**src/rtl/ram_burst_controller.sv**
```systemverilog
// Fixed-length SRAM burst sequencer: one block request at a time, reads return one word per cycle, writes pull one word per cycle.
// Latency: first read word two cycles after the request edge, writes issue from the next cycle; last word flagged with last.
// Backpressure: none inside a burst; dropping req_op aborts. Optional RAM_BURST_CRITICAL_WORD_FIRST_EN starts at the requested word.
module ram_burst_controller #(
    parameter int DATA_WIDTH = 32,
    parameter int ADDR_WIDTH = 16,
    parameter int BURST_LEN  = 8
) (
    input  logic                  clk,
    input  logic                  rst_n,
    input  logic                  req_op,
    input  logic [ADDR_WIDTH-1:0] req_addr,
    input  logic                  req_rw,
    input  logic [DATA_WIDTH-1:0] write_data,
    output logic                  write_req,
    output logic [DATA_WIDTH-1:0] read_data,
    output logic                  read_valid,
    output logic                  last,
    output logic                  sram_en,
    output logic                  sram_we,
    output logic [ADDR_WIDTH-1:0] sram_addr,
    output logic [DATA_WIDTH-1:0] sram_wdata,
    input  logic [DATA_WIDTH-1:0] sram_rdata
);

    localparam int CNT_W = (BURST_LEN > 1) ? $clog2(BURST_LEN) : 1;
    localparam logic [CNT_W-1:0]      K_LAST     = CNT_W'(BURST_LEN - 1);
    localparam logic [ADDR_WIDTH-1:0] ALIGN_MASK = ~ADDR_WIDTH'(BURST_LEN - 1);

    typedef enum logic [2:0] {
        S_IDLE,
        S_RD,
        S_RD_TAIL,
        S_WR,
        S_HOLD
    } state_t;

    state_t                  state_q, state_d;
    logic [CNT_W-1:0]        k_q, k_d;
    logic [ADDR_WIDTH-1:0]   addr_q, addr_d;
    logic                    vld_q, vld_d;
    logic [CNT_W-1:0]        offset;
    logic [ADDR_WIDTH-1:0]   word_addr;

    // Low bits of addr_q hold the starting word; they stay zero unless critical-word-first is built in.
    always_comb begin
        offset    = addr_q[CNT_W-1:0] + k_q;
        word_addr = {addr_q[ADDR_WIDTH-1:CNT_W], offset};
    end

    always_comb begin
        state_d    = state_q;
        k_d        = k_q;
        addr_d     = addr_q;
        vld_d      = 1'b0;
        write_req  = 1'b0;
        read_valid = 1'b0;
        last       = 1'b0;
        sram_en    = 1'b0;
        sram_we    = 1'b0;
        sram_addr  = '0;
        sram_wdata = '0;
        read_data  = '0;

        case (state_q)
            S_IDLE: begin
                k_d = '0;
                if (req_op) begin
                    state_d = req_rw ? S_WR : S_RD;
`ifdef RAM_BURST_CRITICAL_WORD_FIRST_EN
                    addr_d  = req_addr;
`else
                    addr_d  = req_addr & ALIGN_MASK;
`endif
                end
            end
            S_RD: begin
                if (!req_op) begin
                    state_d = S_IDLE;
                    k_d     = '0;
                end else begin
                    sram_en    = 1'b1;
                    sram_addr  = word_addr;
                    vld_d      = 1'b1;
                    read_valid = vld_q;
                    read_data  = sram_rdata;
                    k_d        = k_q + CNT_W'(1);
                    if (k_q == K_LAST) state_d = S_RD_TAIL;
                end
            end
            S_RD_TAIL: begin
                if (!req_op) begin
                    state_d = S_IDLE;
                end else begin
                    read_valid = vld_q;
                    read_data  = sram_rdata;
                    last       = 1'b1;
                    state_d    = S_HOLD;
                end
            end
            S_WR: begin
                if (!req_op) begin
                    state_d = S_IDLE;
                    k_d     = '0;
                end else begin
                    write_req  = 1'b1;
                    sram_en    = 1'b1;
                    sram_we    = 1'b1;
                    sram_addr  = word_addr;
                    sram_wdata = write_data;
                    k_d        = k_q + CNT_W'(1);
                    if (k_q == K_LAST) begin
                        last    = 1'b1;
                        state_d = S_HOLD;
                    end
                end
            end
            // Wait for the arbiter to release req_op so a stale request cannot re-trigger.
            S_HOLD: begin
                if (!req_op) state_d = S_IDLE;
            end
            default: state_d = S_IDLE;
        endcase
    end

    always_ff @(posedge clk or negedge rst_n) begin
        if (!rst_n) begin
            state_q <= S_IDLE;
            k_q     <= '0;
            addr_q  <= '0;
            vld_q   <= 1'b0;
        end else begin
            state_q <= state_d;
            k_q     <= k_d;
            addr_q  <= addr_d;
            vld_q   <= vld_d;
        end
    end

endmodule

```
**config.mk**
```make
export PLATFORM = sky130hd
export DESIGN_NAME = ram_burst_controller
export DESIGN_NICKNAME = d
export VERILOG_FILES = /design/src/rtl/ram_burst_controller.sv
export SDC_FILE = /design/constraint.sdc
export NUM_CORES = 1
export LEC_CHECK = 0
export BUFFER_PORTS_ARGS = -buffer_cell sky130_fd_sc_hd__buf_2
export CAP_MARGIN = 20
export CORE_MARGIN = 2
export CORE_UTILIZATION = 31
export DETAILED_ROUTE_END_ITERATION = 10
export HOLD_SLACK_MARGIN = 0.05
export MAX_ROUTING_LAYER = met4
export PLACE_DENSITY = 0.78
export REMOVE_ABC_BUFFERS = 1
export SLEW_MARGIN = 30
export SYNTH_ARGS = -nofsm -noshare
export SYNTH_HDL_FRONTEND = slang
export SYNTH_SLANG_ARGS = --single-unit
```
**constraint.sdc**
```tcl
create_clock -name clk -period 1.3 [get_ports clk]
set_clock_uncertainty 0.05 [all_clocks]
set_input_delay 0.195 -clock clk [delete_from_list [all_inputs] [get_ports clk]]
set_output_delay 0.195 -clock clk [all_outputs]
set_load 0.02 [all_outputs]
```
==> reports/qor.json <==
{
  "initial_core_utilization_pct": 31.65,
  "postSynthAreaPerCell_sq_um": 9.642,
  "first_global_vias": 1799,
  "synth_top_family_by_area": "simple AND/OR/NAND/NOR gates",
  "clk_transition_reported_paths_ns": 0.08,
  "detailedPlacementHpwl_mm": 3.758,
  "yosysWarnings": 0,
  "clkLatencyLatePin_ns": 0.26,
  "power.density_cell_area_mw_per_mm2": 776.4,
  "fp.dieH_um": 72.98,
  "synthDominantCellAreaShare_pct": 33.93,
  "cts.path.max_buffers": 2,
  "worst_ep_arrival_time_ns": 1.54,
  "synth_compound_gate_area_share_pct": 3.902,
  "design.die.area_sq_mm": 0.005326,
  "die_width_um": 72.98,
  "grt_busiest_layer": "met2",
  "max_cap_violations": 0,
  "transition_time_of_the_tightest_slew_check_pin_ns": 0.4456,
  "post_synth_and_or_nand_nor_area_fraction_pct": 39.69,
  "layout_cell_share_with_drive_strength_beyond_1_pct": 89.21,
  "multiInputGateArea_sq_mm": 0.001159,
  "gr-usage-met1_pct": 20.97,
  "synth_xor_area_share_pct": 0.5937,
  "mostFrequentLayoutCells": "89 x sky130_fd_sc_hd__buf_6, 80 x sky130_fd_sc_hd__buf_2, 62 x sky130_fd_sc_hd__and2_4",
  "run_status": "complete, but fails checks",
  "avgRoutedWirePerCell_um": 16.97,
  "met2_usage_pct": 39.14,
  "drc": 0,
  "critical_path.max_stage_delay_ns": 0.39,
  "register_area_sq_um": 501.7,
  "synth.ff_latch_count": 20,
  "cp_capture_type": "primary output",
  "startpoint_type": "flop",
  "globalRouteMet3Util_pct": 2.210,
  "detailroute.via_count": 1893,
  "area_growth_pct": 145.3,
  "drt-initial-drc-count": 23,
  "grt_max_degree": 35,
  "grt_total_ovfl": 0,
  "finalMaxSlewViolations": 0,
  "report.final.setup_viol": 103,
  "detail_route.first_pass.iterations": 3,
  "fillerInstances": 267,
  "final_antenna_net_count": 0,
  "post-route-period-util_pct": 137.4,
  "max-vdd-ir-drop_v": 0.0006771,
  "fin_setup_tns_ns": -40.66,
  "worst-endpoint-required_ns": 1.05,
  "commonest_non_fill_non_tap_cell_in_the_layout": "sky130_fd_sc_hd__buf_6",
  "synth.largest_area_cell": "sky130_fd_sc_hd__dfrtp_1",
  "yosysUniqueCellTypes": 28,
  "number_of_antenna_violations_at_the_first_check_in_global_routing": 0,
  "cts_num_sinks": 20,
  "synth-adder-area-share_pct": 1.696,
  "avgViaCountPerCell": 4.768,
  "totalWireLength_mm": 6.739,
  "layout_min_cycle_time_ns": 1.786,
  "synth-seq-area-share_pct": 33.93,
  "critPathKind": "flop to primary output",
  "hold_violations": 0,
  "placeableCoreArea_sq_mm": 0.004661,
  "dp_slack_ns": -0.2009,
  "cpMaxStageDelayCell": "sky130_fd_sc_hd__dfrtp_1",
  "cts_tree": "built",
  "global_route.usage.total_pct": 20.22,
  "worstPathCellList": "and2b_4 -> nand3_4 -> inv_8 -> clkbuf_16 -> and2_4 -> buf_6",
  "setup_repair_after_global_routing_missed_its_margin": "true",
  "violations_in_the_final_reports": "negative setup slack",
  "rows": 25,
  "maxSlewHeadroom_pct": 70.29,
  "crit_path_max_fanout": 8,
  "root_buffer": "sky130_fd_sc_hd__clkbuf_8",
  "nets_finish": 430,
  "netlist_instances": 153,
  "design.portCount": 169,
  "tritoncts_buffers": 3,
  "synthesized_area_sq_mm": 0.001475,
  "gp_congestion": 0.7961,
  "num_antenna_cells": 0,
  "timing.fmax_mhz": 560.0,
  "fin_total_pwr_w": 0.002809,
  "grt_pass1_wl_mm": 8.245,
  "synth.area.mux_share_pct": 13.15,
  "yosys-top-cells-area": "sky130_fd_sc_hd__dfrtp_1 34%, sky130_fd_sc_hd__and2_1 28%, sky130_fd_sc_hd__mux2_4 10%",
  "port_buffer_count": 165,
  "clock_h_tree_levels": 1,
  "p_leak_nw": 1.892,
  "hp-class": "input pin to flop",
  "setup_slack_ns": -0.4858
}
## cells by family after synthesis
group	Yosys count
and+or+nand+nor	92
DFF	20
buffers and inverters	16
muxes	14
AOI/OAI and AO/OA	8
adders and majority gates	2
xor gates and xnor gates	1
## final timing paths
path	cells past startpoint	slack [ns]	start	end
worst max-delay path	6	-0.49	state_q[2]	sram_wdata[24]
worst max register to register	5	-0.29	state_q[1]	addr_q[9]
worst min register to register	1	0.46	addr_q[7]	addr_q[7]
min in group asynchronous	2	0.39	rst_n	addr_q[11]
worst min-delay path	2	0.1	req_addr[7]	addr_q[7]
max in group asynchronous	2	0.46	rst_n	state_q[1]
## per-layer routing
metal | up-vias | part of all wire, %
li1 | 884 | -
met1 | 903 | 37
met2 | 90 | 56
met3 | 16 | 5.1
met4 | 0 | 2.2
met5 | - | 0
## layout make-up
type / instances / share of cell area, %
Timing Repair Buffer: 199 / 49.76
Clock buffer: 3 / 1.141
Multi-Input combinational cell: 117 / 32.02
Sequential cell: 20 / 13.87
Inverter: 3 / 0.5187
Tap cell: 54 / 1.867
Clock inverter: 1 / 0.8299
## Yosys cell counts
cell type                   n
sky130_fd_sc_hd__and2_1    65
sky130_fd_sc_hd__dfrtp_1   20
sky130_fd_sc_hd__and3_1    16
sky130_fd_sc_hd__mux2_4    10
sky130_fd_sc_hd__buf_4      6
sky130_fd_sc_hd__clkbuf_2   3
sky130_fd_sc_hd__mux2_2     3
sky130_fd_sc_hd__o21ai_0    3
sky130_fd_sc_hd__a22o_1     2
sky130_fd_sc_hd__clkbuf_1   2
sky130_fd_sc_hd__ha_1       2
sky130_fd_sc_hd__inv_1      2
sky130_fd_sc_hd__nand2_1    2
sky130_fd_sc_hd__nor2_1     2
sky130_fd_sc_hd__o32ai_1    2
sky130_fd_sc_hd__a211oi_1   1
sky130_fd_sc_hd__and2b_4    1
sky130_fd_sc_hd__buf_12     1
sky130_fd_sc_hd__buf_2      1
sky130_fd_sc_hd__inv_2      1
sky130_fd_sc_hd__mux2i_1    1
sky130_fd_sc_hd__nand2b_4   1
sky130_fd_sc_hd__nand3_1    1
sky130_fd_sc_hd__nor2_2     1
sky130_fd_sc_hd__nor2b_1    1
sky130_fd_sc_hd__nor3_4     1
sky130_fd_sc_hd__or2_2      1
sky130_fd_sc_hd__xnor2_1    1
## worst max-delay path: cells and delay by family, from the launching register on
family	cells	cell delay (ns)
flip-flops	1	0.39
buffers and inverters	3	0.36
AND/OR/NAND/NOR	3	0.53
## where the power goes
part | switching, W | internal [W] | total, W
Combinational | 0.000550 | 0.000809 | 0.00136
Clock | 0.000225 | 0.000412 | 0.000636
Sequential | 0.0000774 | 0.000736 | 0.000814
## sequential cells by signal, summed over array words and instances (netlist names)
register  cells
state_q       3
vld_q         1
k_q           3
addr_q       13
## through the flow
step	instance area, sq um	hold slack (ns)	util, %	cells
global placement	2441	0.1066	52.38	376
CTS	3037	0.1045	65.15	387
detailed placement	2441	0.1157	52.38	376
floorplan	1383	-0.1506	-	140
global route	3618	0.09768	77.64	397
finish	3618	0.09882	77.64	397
## what timing repair did
item | in CTS | in global routing
hold buffers | 1 | 0
endpoints found under the hold margin | 20 | 0
pin swaps | 20 | 32
setup endpoints to repair | 104 | 103
setup buffers | 4 | 5
gates resized for setup | 142 | 138
gates cloned | 2 | 6
Note: power is estimated with default switching activity, not from simulation.
